<file path="config.mk">
export PLATFORM = sky130hd
export DESIGN_NAME = ram_port_arbiter
export DESIGN_NICKNAME = d
export VERILOG_FILES = /design/src/rtl/cpu_pkg.sv /design/src/rtl/ram_port_arbiter.sv
export SDC_FILE = /design/constraint.sdc
export NUM_CORES = 1
export LEC_CHECK = 0
export CORE_AREA = 2 2 75 77
export CTS_CLUSTER_SIZE = 8
export DETAILED_ROUTE_END_ITERATION = 8
export DIE_AREA = 0 0 77 79
export GPL_TIMING_DRIVEN = 0
export PLACE_DENSITY = 0.72
export SLEW_MARGIN = 40
export SYNTH_ARGS = -nofsm -noshare
export SYNTH_HDL_FRONTEND = slang
export SYNTH_SLANG_ARGS = --single-unit
</file>
<file path="constraint.sdc">
create_clock -name clk -period 4.2 [get_ports clk]
set_input_delay 0.42 -clock clk [delete_from_list [all_inputs] [get_ports clk]]
set_output_delay 0.42 -clock clk [all_outputs]
set_load 0.02 [all_outputs]
</file>
<file path="src/rtl/cpu_pkg.sv">
// Shared constants for the CPU memory subsystem: RAM geometry, the index of
// each requester port, and the arbiter's winner encoding.
package cpu_pkg;

  localparam int AW       = 12;  // RAM address width (4096 words)
  localparam int DW       = 16;  // RAM data width
  localparam int MAX_WAIT = 8;   // default starvation threshold for port D

  // Bit positions of each requester in per-port vectors (e.g. rd_owner).
  localparam int PORT_C = 0;
  localparam int PORT_D = 1;

  // Which requester owns the RAM in the current cycle.
  typedef enum logic [1:0] {
    WIN_NONE = 2'd0,
    WIN_C    = 2'd1,
    WIN_D    = 2'd2
  } winner_e;

endpackage : cpu_pkg

</file>
<file path="src/rtl/ram_port_arbiter.sv">
// Two-port arbiter in front of the single-port program/data RAM.
// Port C (CPU) has fixed priority and can lock the RAM for read-modify-write.
// Port D (DMA/loader) is forced through after MAX_WAIT consecutive denials.
// One access is issued per cycle; read data returns exactly one cycle later
// to whichever port issued the read.
module ram_port_arbiter #(
  parameter int AW       = cpu_pkg::AW,
  parameter int DW       = cpu_pkg::DW,
  parameter int MAX_WAIT = cpu_pkg::MAX_WAIT
) (
  input  logic          clk,
  input  logic          rst_n,
  // CPU port
  input  logic          c_req,
  input  logic          c_we,
  input  logic          c_lock,
  input  logic [AW-1:0] c_addr,
  input  logic [DW-1:0] c_wdata,
  output logic          c_gnt,
  output logic          c_rvalid,
  output logic [DW-1:0] c_rdata,
  // DMA port
  input  logic          d_req,
  input  logic          d_we,
  input  logic [AW-1:0] d_addr,
  input  logic [DW-1:0] d_wdata,
  output logic          d_gnt,
  output logic          d_rvalid,
  output logic [DW-1:0] d_rdata,
  // RAM pins
  output logic          ram_en,
  output logic          ram_load,
  output logic [AW-1:0] ram_addr,
  output logic [DW-1:0] ram_wdata,
  input  logic [DW-1:0] ram_rdata
);

  import cpu_pkg::*;

  localparam logic [7:0] WAIT_LIMIT = 8'(MAX_WAIT);

  logic       locked_q,   locked_d;
  logic [7:0] wait_cnt_q, wait_cnt_d;
  logic [1:0] rd_owner_q, rd_owner_d;
  logic       starve;
  winner_e    win;

  // Pick this cycle's winner: lock first, then starvation guard, then CPU priority.
  always_comb begin
    // NOTE: every always_comb output gets a default up front so no path can
    // leave it unassigned and infer a latch.
    win    = WIN_NONE;
    starve = (wait_cnt_q == WAIT_LIMIT);
    // NOTE: grants are gated by rst_n so nothing reaches the RAM while reset is
    // held, even though the request inputs may still be active.
    if (rst_n) begin
      if (locked_q) begin
        if (c_req) win = WIN_C;
      end else if (starve && d_req) begin
        win = WIN_D;
      end else if (c_req) begin
        win = WIN_C;
      end else if (d_req) begin
        win = WIN_D;
      end
    end
  end

  // Steer the winner's command onto the RAM pins; idle pins are driven to zero.
  always_comb begin
    c_gnt     = 1'b0;
    d_gnt     = 1'b0;
    ram_en    = 1'b0;
    ram_load  = 1'b0;
    ram_addr  = '0;
    ram_wdata = '0;
    unique case (win)
      WIN_C: begin
        c_gnt    = 1'b1;
        ram_en   = ~c_we;
        ram_load = c_we;
        ram_addr = c_addr;
        if (c_we) ram_wdata = c_wdata;
      end
      WIN_D: begin
        d_gnt    = 1'b1;
        ram_en   = ~d_we;
        ram_load = d_we;
        ram_addr = d_addr;
        if (d_we) ram_wdata = d_wdata;
      end
      default: ;
    endcase
  end

  // Next-state for the lock, the starvation counter and the read-return owner.
  always_comb begin
    // Lock is taken by a granted locked access and released as soon as c_lock drops.
    locked_d = c_lock & (locked_q | c_gnt);

    if (d_req && !d_gnt) begin
      wait_cnt_d = (wait_cnt_q == WAIT_LIMIT) ? wait_cnt_q : wait_cnt_q + 8'd1;
    end else begin
      wait_cnt_d = 8'd0;
    end

    rd_owner_d         = 2'b00;
    rd_owner_d[PORT_C] = c_gnt & ~c_we;
    rd_owner_d[PORT_D] = d_gnt & ~d_we;
  end

  // State registers; async reset drops the lock, the count and any read in flight.
  always_ff @(posedge clk or negedge rst_n) begin
    if (!rst_n) begin
      locked_q   <= 1'b0;
      wait_cnt_q <= 8'd0;
      rd_owner_q <= 2'b00;
    end else begin
      // NOTE: state registers use non-blocking assignments so every flop
      // samples the pre-edge values regardless of statement order.
      locked_q   <= locked_d;
      wait_cnt_q <= wait_cnt_d;
      rd_owner_q <= rd_owner_d;
    end
  end

  // Return registered RAM data to whichever port issued last cycle's read.
  always_comb begin
    c_rvalid = rd_owner_q[PORT_C];
    d_rvalid = rd_owner_q[PORT_D];
    c_rdata  = c_rvalid ? ram_rdata : '0;
    d_rdata  = d_rvalid ? ram_rdata : '0;
  end

endmodule : ram_port_arbiter

</file>
* Yosys cells after proc, flatten, opt, wreduce, memory -nomap -nowiden *
Index checks and enable logic that the tools add are counted.

operators by class
  shift operators = 0
  div/mod/pow operators = 0
  multiplexer cells = 18
  add/subtract/negate cells = 1
  bitwise operators = 6
  reduce and logical (&&, ||, !) cells = 3
  eq/ne operators = 4
  multipliers = 0
  order comparisons = 0

operators with widths
  operator                                              number
  2-to-1 mux 16 bit                                     4
  one-hot mux 16 bit (2 select lines)                   1
  one-hot mux 12 bit (2 select lines)                   1
  2-to-1 mux 8 bit                                      2
  2-to-1 mux 2 bit                                      5
  adder 8 x 1 -> 8 bit (second input constant)          1
  equality test 8 x 4 -> 1 bit (second input constant)  1
  one-hot mux 1 bit (2 select lines)                    2
  AND 1 bit                                             3
  2-to-1 mux 1 bit                                      3
  equality test 2 x 1 -> 1 bit (second input constant)  1
  equality test 2 bit (second input constant)           1
  logical AND 1 bit                                     2
  inequality test 2 bit (second input constant)         1
  NOT 1 bit                                             2
  zero test 1 bit                                       1
  OR 1 bit                                              1

word-level totals
  bits of input ports = 79
  bits in registers = 11
  bits in read-only memories = 0
  memories = 0
  output and inout port bits = 66
  logic and storage cells = 35
  latch bits = 0
  bits in writable memories = 0

* Depth between registers and ports, before layout *
Gate-level depths: netlist of run 1.

  depth in word-level cells = 10
  gate-level depth with buffers = 11
  mapped depth without buffers = 9

* Least setup slack after synthesis of run 1 *
OpenSTA, ideal clock, no wires.

  kind = reg2out
  from = register wait_cnt_q[4]
  to = output port ram_wdata[10]
  buffers on the path = 2
  setup slack = 1,501 ps
  data arrival time = 2,279 ps
  stages on the path, launching flop included = 10
  required time = 3,780 ps
  cell sequence = dfrtp_1 or4_4 nor2_2 a21oi_1 ha_1 and2_1 buf_2 buf_2 a22oi_1 nor2_1

between the ends
  cells in the longest elaborated chain, start to end = 7

RTL lines
  item                                                                 line                     text
  start, declared                                                      ram_port_arbiter.sv:43   logic [7:0] wait_cnt_q, wait_cnt_d;
  start signal, assigned                                               ram_port_arbiter.sv:122  wait_cnt_q <= wait_cnt_d;
  equality test 8 x 4 -> 1 bit *                                       ram_port_arbiter.sv:53   starve = (wait_cnt_q == WAIT_LIMIT);
  logical AND 1 bit *                                                  ram_port_arbiter.sv:59   end else if (starve && d_req) begin
  2-to-1 mux 2 bit *                                                   ram_port_arbiter.sv:59
  2-to-1 mux 2 bit *                                                   ram_port_arbiter.sv:57   if (locked_q) begin
  2-to-1 mux 2 bit *                                                   ram_port_arbiter.sv:56   if (rst_n) begin
  equality test 2 bit or equality test 2 x 1 -> 1 bit (tied branches)  ram_port_arbiter.sv:77   unique case (win)
  one-hot mux 16 bit (2 select lines) *                                ram_port_arbiter.sv:77
  end, declared                                                        ram_port_arbiter.sv:34   output logic [DW-1:0] ram_wdata,

Mark *: on every way between the ends. The rest lies on a longest branch, timed or not.

* Worst setup path after layout of run 1 *
  from = input port rst_n
  to = output port ram_wdata[13]

between the ends
  cells in the longest elaborated chain, start to end = 3

RTL lines
  item                                                                 line                    text
  start, declared                                                      ram_port_arbiter.sv:12  input logic rst_n,
  2-to-1 mux 2 bit *                                                   ram_port_arbiter.sv:56
  equality test 2 bit or equality test 2 x 1 -> 1 bit (tied branches)  ram_port_arbiter.sv:77
  one-hot mux 16 bit (2 select lines) *                                ram_port_arbiter.sv:77

Marked as above.

==> results of run 1 <==
per-stage QoR:
step	instance area, um2	hold slack [ns]	setup slack (ns)	total power, mW	utilization [%]
after global placement	2744	0.4674	0.4766	0.2963	51.41
after global routing	2789	0.5087	0.1468	0.4264	52.25
after floorplan	1212	0.1244	1.501	0.1802	-
after CTS	2789	0.4886	0.4173	0.4101	52.25
final	2789	0.4814	0.4631	0.4037	52.25
after detailed placement	2744	0.4770	0.4397	0.2983	51.41
synth_stat cells (all sizes together):
cell | n | area [um2]
nand3 | 5 | 25.02
buf | 4 | 20.02
ha | 5 | 62.56
or4 | 1 | 11.26
nand4 | 1 | 6.260
inv | 2 | 7.510
nand2b | 2 | 12.51
nand2 | 5 | 18.77
or3 | 3 | 18.77
a22oi | 28 | 210.2
dfrtp | 11 | 275.3
and3b | 1 | 8.760
and2b | 1 | 7.510
nor3 | 2 | 10.01
a21o | 2 | 15.01
nor2b | 3 | 18.77
o21ai | 4 | 20.02
xor2 | 2 | 17.52
a21oi | 7 | 35.03
nor4 | 1 | 6.260
and2 | 34 | 212.7
o22ai | 1 | 6.260
clkbuf | 8 | 30.03
nor2 | 35 | 133.9
nand3b | 2 | 15.01
o21a | 1 | 7.510
routing by layer:
layer / up-vias / part of all wire (%)
met5: - / 0
li1: 894 / -
met3: 10 / 8.7
met1: 811 / 40
met4: 0 / 1.8
met2: 100 / 49
cell type report:
type                       count  area [um2]
multi-input combinational    146       879.6
sequential                    11       275.3
tap                           72       90.09
fill                         537        2549
clock buffer                   4       45.04
inverter                       2       7.507
buffer                        12       50.05
timing repair buffer         144        1441
report_power, final:
part           switching, mW  internal, mW  leakage (nW)  total (mW)
clock                 0.0406        0.0667        0.0228       0.107
sequential           0.00588         0.110         0.150       0.116
combinational         0.0718         0.109         0.864       0.180
path summary, 6_finish.rpt:
path                          startpoint       endpoint  slack [ns]  depth (start not counted)
max                                rst_n  ram_wdata[13]        0.46                         10
min                             locked_q       locked_q        0.48                          1
max reg2reg                wait_cnt_q[4]  wait_cnt_q[2]        1.90                          7
min reg2reg                     locked_q       locked_q        0.48                          1
max in group asynchronous          rst_n  rd_owner_q[1]        3.29                          1
min in group asynchronous          rst_n  wait_cnt_q[0]        0.54                          1
registers in the layout, summed over array words and instances (netlist names):
name        flops
wait_cnt_q      8
rd_owner_q      2
locked_q        1
kinds of logic (layout without fill, tap and decap cells):
kind of cell	count (synthesis)	count (layout)	synth area share (%)
simple gates	96	96	41.69
compound gates	43	43	24.25
buf+inv	14	162	4.748
flops	11	11	22.70
fa+ha+maj	5	5	5.160
xor+xnor	2	2	1.445
worst max-delay path, delay by kind of cell:
| kind | cells | cell delay, ns |
|---|---|---|
| and+or+nand+nor | 3 | 0.42 |
| buffers and inverters | 4 | 1.88 |
| AOI/OAI and AO/OA | 2 | 0.29 |
| adders and majority gates | 1 | 0.32 |
==> flow_metrics.py, run 1 <==
metrics = {
    "floorplanning": {
        "die_w_um": 77,
        "ioPinCount": 145,
        "die-height_um": 79,
        "core_area_um2": 5338,
        "num_rows": 27,
        "starting_utilization_of_the_core_area_pct": 22.71,
        "die_area_um2": 6083,
    },
    "critical_path": {
        "crit_path_top_delay_cell": "clkdlybuf4s50_1",
        "worstPathArrival_ns": 3.32,
        "crit_fanout": 13,
        "setup.worst_path.end_class": "output port",
        "slowest_delay_ns": 0.83,
        "setup.worst_path.start_class": "input pin",
        "worst-endpoint-required_ns": 3.78,
        "critical_path.cell_chain": "clkdlybuf4s50_1 > nand2_1 > a21oi_1 > ha_1 > and2_1 > buf_2 > buf_2 > a22oi_1 > nor2_1 > clkdlybuf4s50_1",
        "worst-setup-path-type": "in2out",
    },
    "grt": {
        "grtUsageMet1_pct": 19.21,
        "grt_start_max_net_pins": 14,
        "grt-busiest-layer": "met2",
        "gr-total-overflow": 0,
        "grt_pass1_vias": 1644,
        "groute.usage.overall_pct": 16.50,
        "grt_util_met3_pct": 4.318,
        "antenna_found_initial": 0,
        "grt.met2_usage_pct": 29.82,
        "grt_first_pass_wirelength_um": 8135,
    },
    "detailed_routing": {
        "detail-route-antenna-nets": 0,
        "avgViaCountPerCell": 4.642,
        "drt_iter0_markers": 62,
        "detailroute.via_count": 1815,
        "routed_wl_um": 5257,
        "route.detailed.drc": 0,
        "first_pass_iters": 4,
        "wl_per_cell_um": 13.45,
    },
    "timing": {
        "setup_repair_after_global_routing_missed_its_margin": "no",
        "fin_setup_tns_ns": 0,
        "finalSetupViolations": 0,
        "period_share_pct": 88.97,
        "fmax_mhz": 267.6,
        "slew_viol_final": 0,
        "timing.clock.skew_ns": 0.001016,
        "timing_hold_violations_final": 0,
        "fin_crit_ns": 3.737,
        "worst_slew_margin_rel_pct": 62.34,
        "tightest_slew_ns": 0.5631,
    },
    "cts": {
        "clk_pin_slew_ns": 0.05,
        "clock_insertion_delay_worst_skew_ns": 0.24,
        "cts-buffers-inserted": 3,
        "cts_tree": "yes",
        "ctsRootBufferMaster": "clkbuf_8",
        "cts_setup_buffers": 0,
        "cts-root-to-sink-buffers": 2,
        "ctsHtreeMaxLevel": 1,
        "clock_sink_count": 11,
        "postCtsResizedCells": 0,
        "cts.hold.buffers_added": 0,
    },
    "place": {
        "post_dp_hpwl_um": 4331,
        "finalWeightedCongestion": 0.7855,
        "placement.io_buffers": 144,
        "place_inst": 387,
    },
    "status": {
        "status": "complete, no violations",
    },
    "synth": {
        "ys_warn_count": 0,
        "synthesis.nets": 255,
        "synth_cell_type_count": 27,
        "synth.yosys.seq_area_share_pct": 22.70,
        "synth_cells": 171,
        "yosys_register_bits": 11,
        "synth_area_um2": 1212,
        "post_synth.cell_area_avg_um2": 7.090,
    },
    "cells_and_area": {
        "most-common-layout-cells": "144 x clkdlybuf4s50_1, 34 x nor2_1, 34 x and2_1, 28 x a22oi_1, 11 x dfrtp_1",
        "fin_nets": 404,
        "layout_commonest_cell": "clkdlybuf4s50_1",
        "num_antenna_cells": 0,
        "final_cell_count_no_fill": 391,
        "drive_above_1_share_pct": 2.821,
        "syn2layout_area_growth_pct": 130.0,
    },
    "power_and_ir_drop": {
        "power_per_cell_area_nw_per_um2": 144.8,
        "p_leak_nw": 1.036,
        "worst_ir_drop_vdd_mv": 0.09819,
    },
    "min_path": {
        "min-delay-path-class": "reg2reg",
    },
    "run": {
        "maxCapViolations": 0,
    },
}
No activity file was read; power rests on OpenSTA's default activity.
==> inputs of run 2 (changes only) <==
- CORE_AREA: 2 2 75 77 -> 2 2 54 106
- DIE_AREA: 0 0 77 79 -> 0 0 56 108
==> run 2 against run 1 <==
Compared with the run above: via count down 1.1%; core utilization up 1.2 points; sequential share of layout area up 0.062 points; non-clock buffer count unchanged; hold slack improved by 0.015 ns; design area fell by 0.63%; sequential power is essentially flat; largest power group unchanged; highest routed layer unchanged.
==> flow_metrics.py, run 2 (synthesized netlist as in run 1, its figures left out) <==
metrics = {
    "place": {
        "finalWeightedCongestion": 0.8560,
        "post_dp_hpwl_um": 4377,
        "place_inst": 373,
        "placement.io_buffers": 144,
        "dpl_cell_area_um2": 2726,
        "post-place-ws_ns": 0.4006,
    },
    "cells_and_area": {
        "final_cell_count_no_fill": 377,
        "drive_above_1_share_pct": 2.821,
        "register_ranked_first_by_flip_flop_count": "wait_cnt_q",
        "layout.filler_cells": 506,
        "largest_registers": "wait_cnt_q: 8 flops, rd_owner_q: 2 flops, locked_q: 1 flops",
        "largest_register_ff_count": 8,
        "final_util_pct": 53.45,
        "syn2layout_area_growth_pct": 128.6,
        "ff_latch_area_um2": 275.3,
        "fin_nets": 404,
        "final_area_um2": 2771,
        "most-common-layout-cells": "144 x clkdlybuf4s50_1, 34 x nor2_1, 34 x and2_1, 28 x a22oi_1, 11 x dfrtp_1",
        "multiInputGateArea_um2": 879.6,
        "layout_commonest_cell": "clkdlybuf4s50_1",
        "num_antenna_cells": 0,
    },
    "critical_path": {
        "worstRegToRegCells": 7,
        "reg2reg_slack_ns": 1.88,
        "setup.worst_path.end_class": "output port",
        "worstPathArrival_ns": 3.31,
        "worstReg2RegStart": "wait_cnt_q[4]",
        "worst-setup-path-type": "in2out",
        "r2r-end": "wait_cnt_q[2]",
        "setup.worst_path.start_class": "input pin",
        "crit_fanout": 13,
        "worst-endpoint-required_ns": 3.78,
    },
    "floorplanning": {
        "core_area_um2": 5185,
        "die_w_um": 56,
        "die_area_um2": 6048,
        "starting_utilization_of_the_core_area_pct": 23.38,
        "ioPinCount": 145,
        "num_rows": 37,
        "die-height_um": 108,
    },
    "power_and_ir_drop": {
        "p_leak_nw": 1.036,
        "finalPower_uw": 403.9,
        "worst_ir_drop_vdd_mv": 0.1040,
        "power_per_cell_area_nw_per_um2": 145.7,
    },
    "cts": {
        "cts-root-to-sink-buffers": 2,
        "clk_pin_slew_ns": 0.05,
        "cts_setup_buffers": 0,
        "cts_tree": "yes",
        "ctsHtreeMaxLevel": 1,
        "clock_sink_count": 11,
        "clock_insertion_delay_worst_skew_ns": 0.24,
        "cts-buffers-inserted": 3,
        "cts.hold.buffers_added": 0,
        "ctsRootBufferMaster": "clkbuf_8",
        "postCtsResizedCells": 0,
    },
    "timing": {
        "fin_crit_ns": 3.733,
        "whs_ns": 0.4969,
        "worst_slew_margin_rel_pct": 61.87,
        "setup_repair_after_global_routing_missed_its_margin": "no",
        "tightest_slew_ns": 0.5702,
        "setup_ws_ns": 0.4672,
        "slew_viol_final": 0,
        "period_share_pct": 88.88,
        "finalSetupViolations": 0,
        "timing.clock.skew_ns": 0.001873,
        "timing_hold_violations_final": 0,
        "fmax_mhz": 267.9,
        "fin_setup_tns_ns": 0,
    },
    "grt": {
        "grt_pass1_vias": 1839,
        "grt_start_max_net_pins": 14,
        "gr-total-overflow": 0,
        "antenna_found_initial": 0,
        "grt_first_pass_wirelength_um": 8438,
        "groute.usage.overall_pct": 17.30,
    },
    "detailed_routing": {
        "route.detailed.drc": 0,
        "drt_iter0_markers": 31,
        "detail-route-antenna-nets": 0,
        "wl_per_cell_um": 13.76,
        "detailroute.via_count": 1795,
        "routed_wl_um": 5188,
        "first_pass_iters": 4,
        "avgViaCountPerCell": 4.761,
    },
    "min_path": {
        "min-delay-start": "locked_q",
        "hold_end": "locked_q",
        "min-delay-path-class": "reg2reg",
        "hold_path_depth": 1,
    },
    "run": {
        "maxCapViolations": 0,
    },
    "status": {
        "status": "complete, no violations",
    },
}
==> run 2: cell counts in the layout (fill, tap and decap cells not counted) <==
Identical to the previous run, type by type.
==> run 2: worst max-delay path by stage <==
stage / slack (ns) / start / endpoint / depth (start not counted)
global placement: 0.44 / rst_n / ram_wdata[11] / 10
detailed placement: 0.40 / rst_n / ram_wdata[15] / 10
finish: 0.47 / rst_n / ram_wdata[13] / 10
CTS: 0.37 / rst_n / ram_wdata[13] / 10
global route: 0.14 / rst_n / ram_wdata[15] / 10
floorplan: 1.50 / wait_cnt_q[4] / ram_wdata[10] / 9
==> run 2: per-layer routing <==
metal / share of wire (%) / wire (um) / track usage, % / vias up
li1: - / - / - / 889
met1: 33 / 1713 / 16.75 / 782
met2: 57 / 2983 / 35.04 / 115
met3: 7.3 / 379 / 3.349 / 9
met4: 2.2 / 112 / 5.782 / 0
met5: 0 / 0 / 0 / -
==> run 2: worst max-delay path, cell delays in order <==
cell and delay [ns]:
clkdlybuf4s50_1 0.83, nand2_1 0.14, a21oi_1 0.15, ha_1 0.31, and2_1 0.16, buf_2 0.19
buf_2 0.25, a22oi_1 0.13, nor2_1 0.10, clkdlybuf4s50_1 0.62
==> run 2: layout make-up <==
class | instances | share of cell area, %
well taps | 58 | 2.619
repair buffers | 144 | 52.01
flip-flops and latches | 11 | 9.932
inverters | 2 | 0.2709
clock buffers | 4 | 1.625
multi-input cells | 146 | 31.74
plain buffers | 12 | 1.806
==> run 2: report_power, final <==
group          internal, mW  leakage (nW)  total, mW  switching (mW)
registers             0.110         0.150      0.116         0.00636
logic                 0.109         0.864      0.181          0.0719
clock network        0.0667        0.0228      0.107          0.0402
total                 0.285          1.04      0.404           0.118
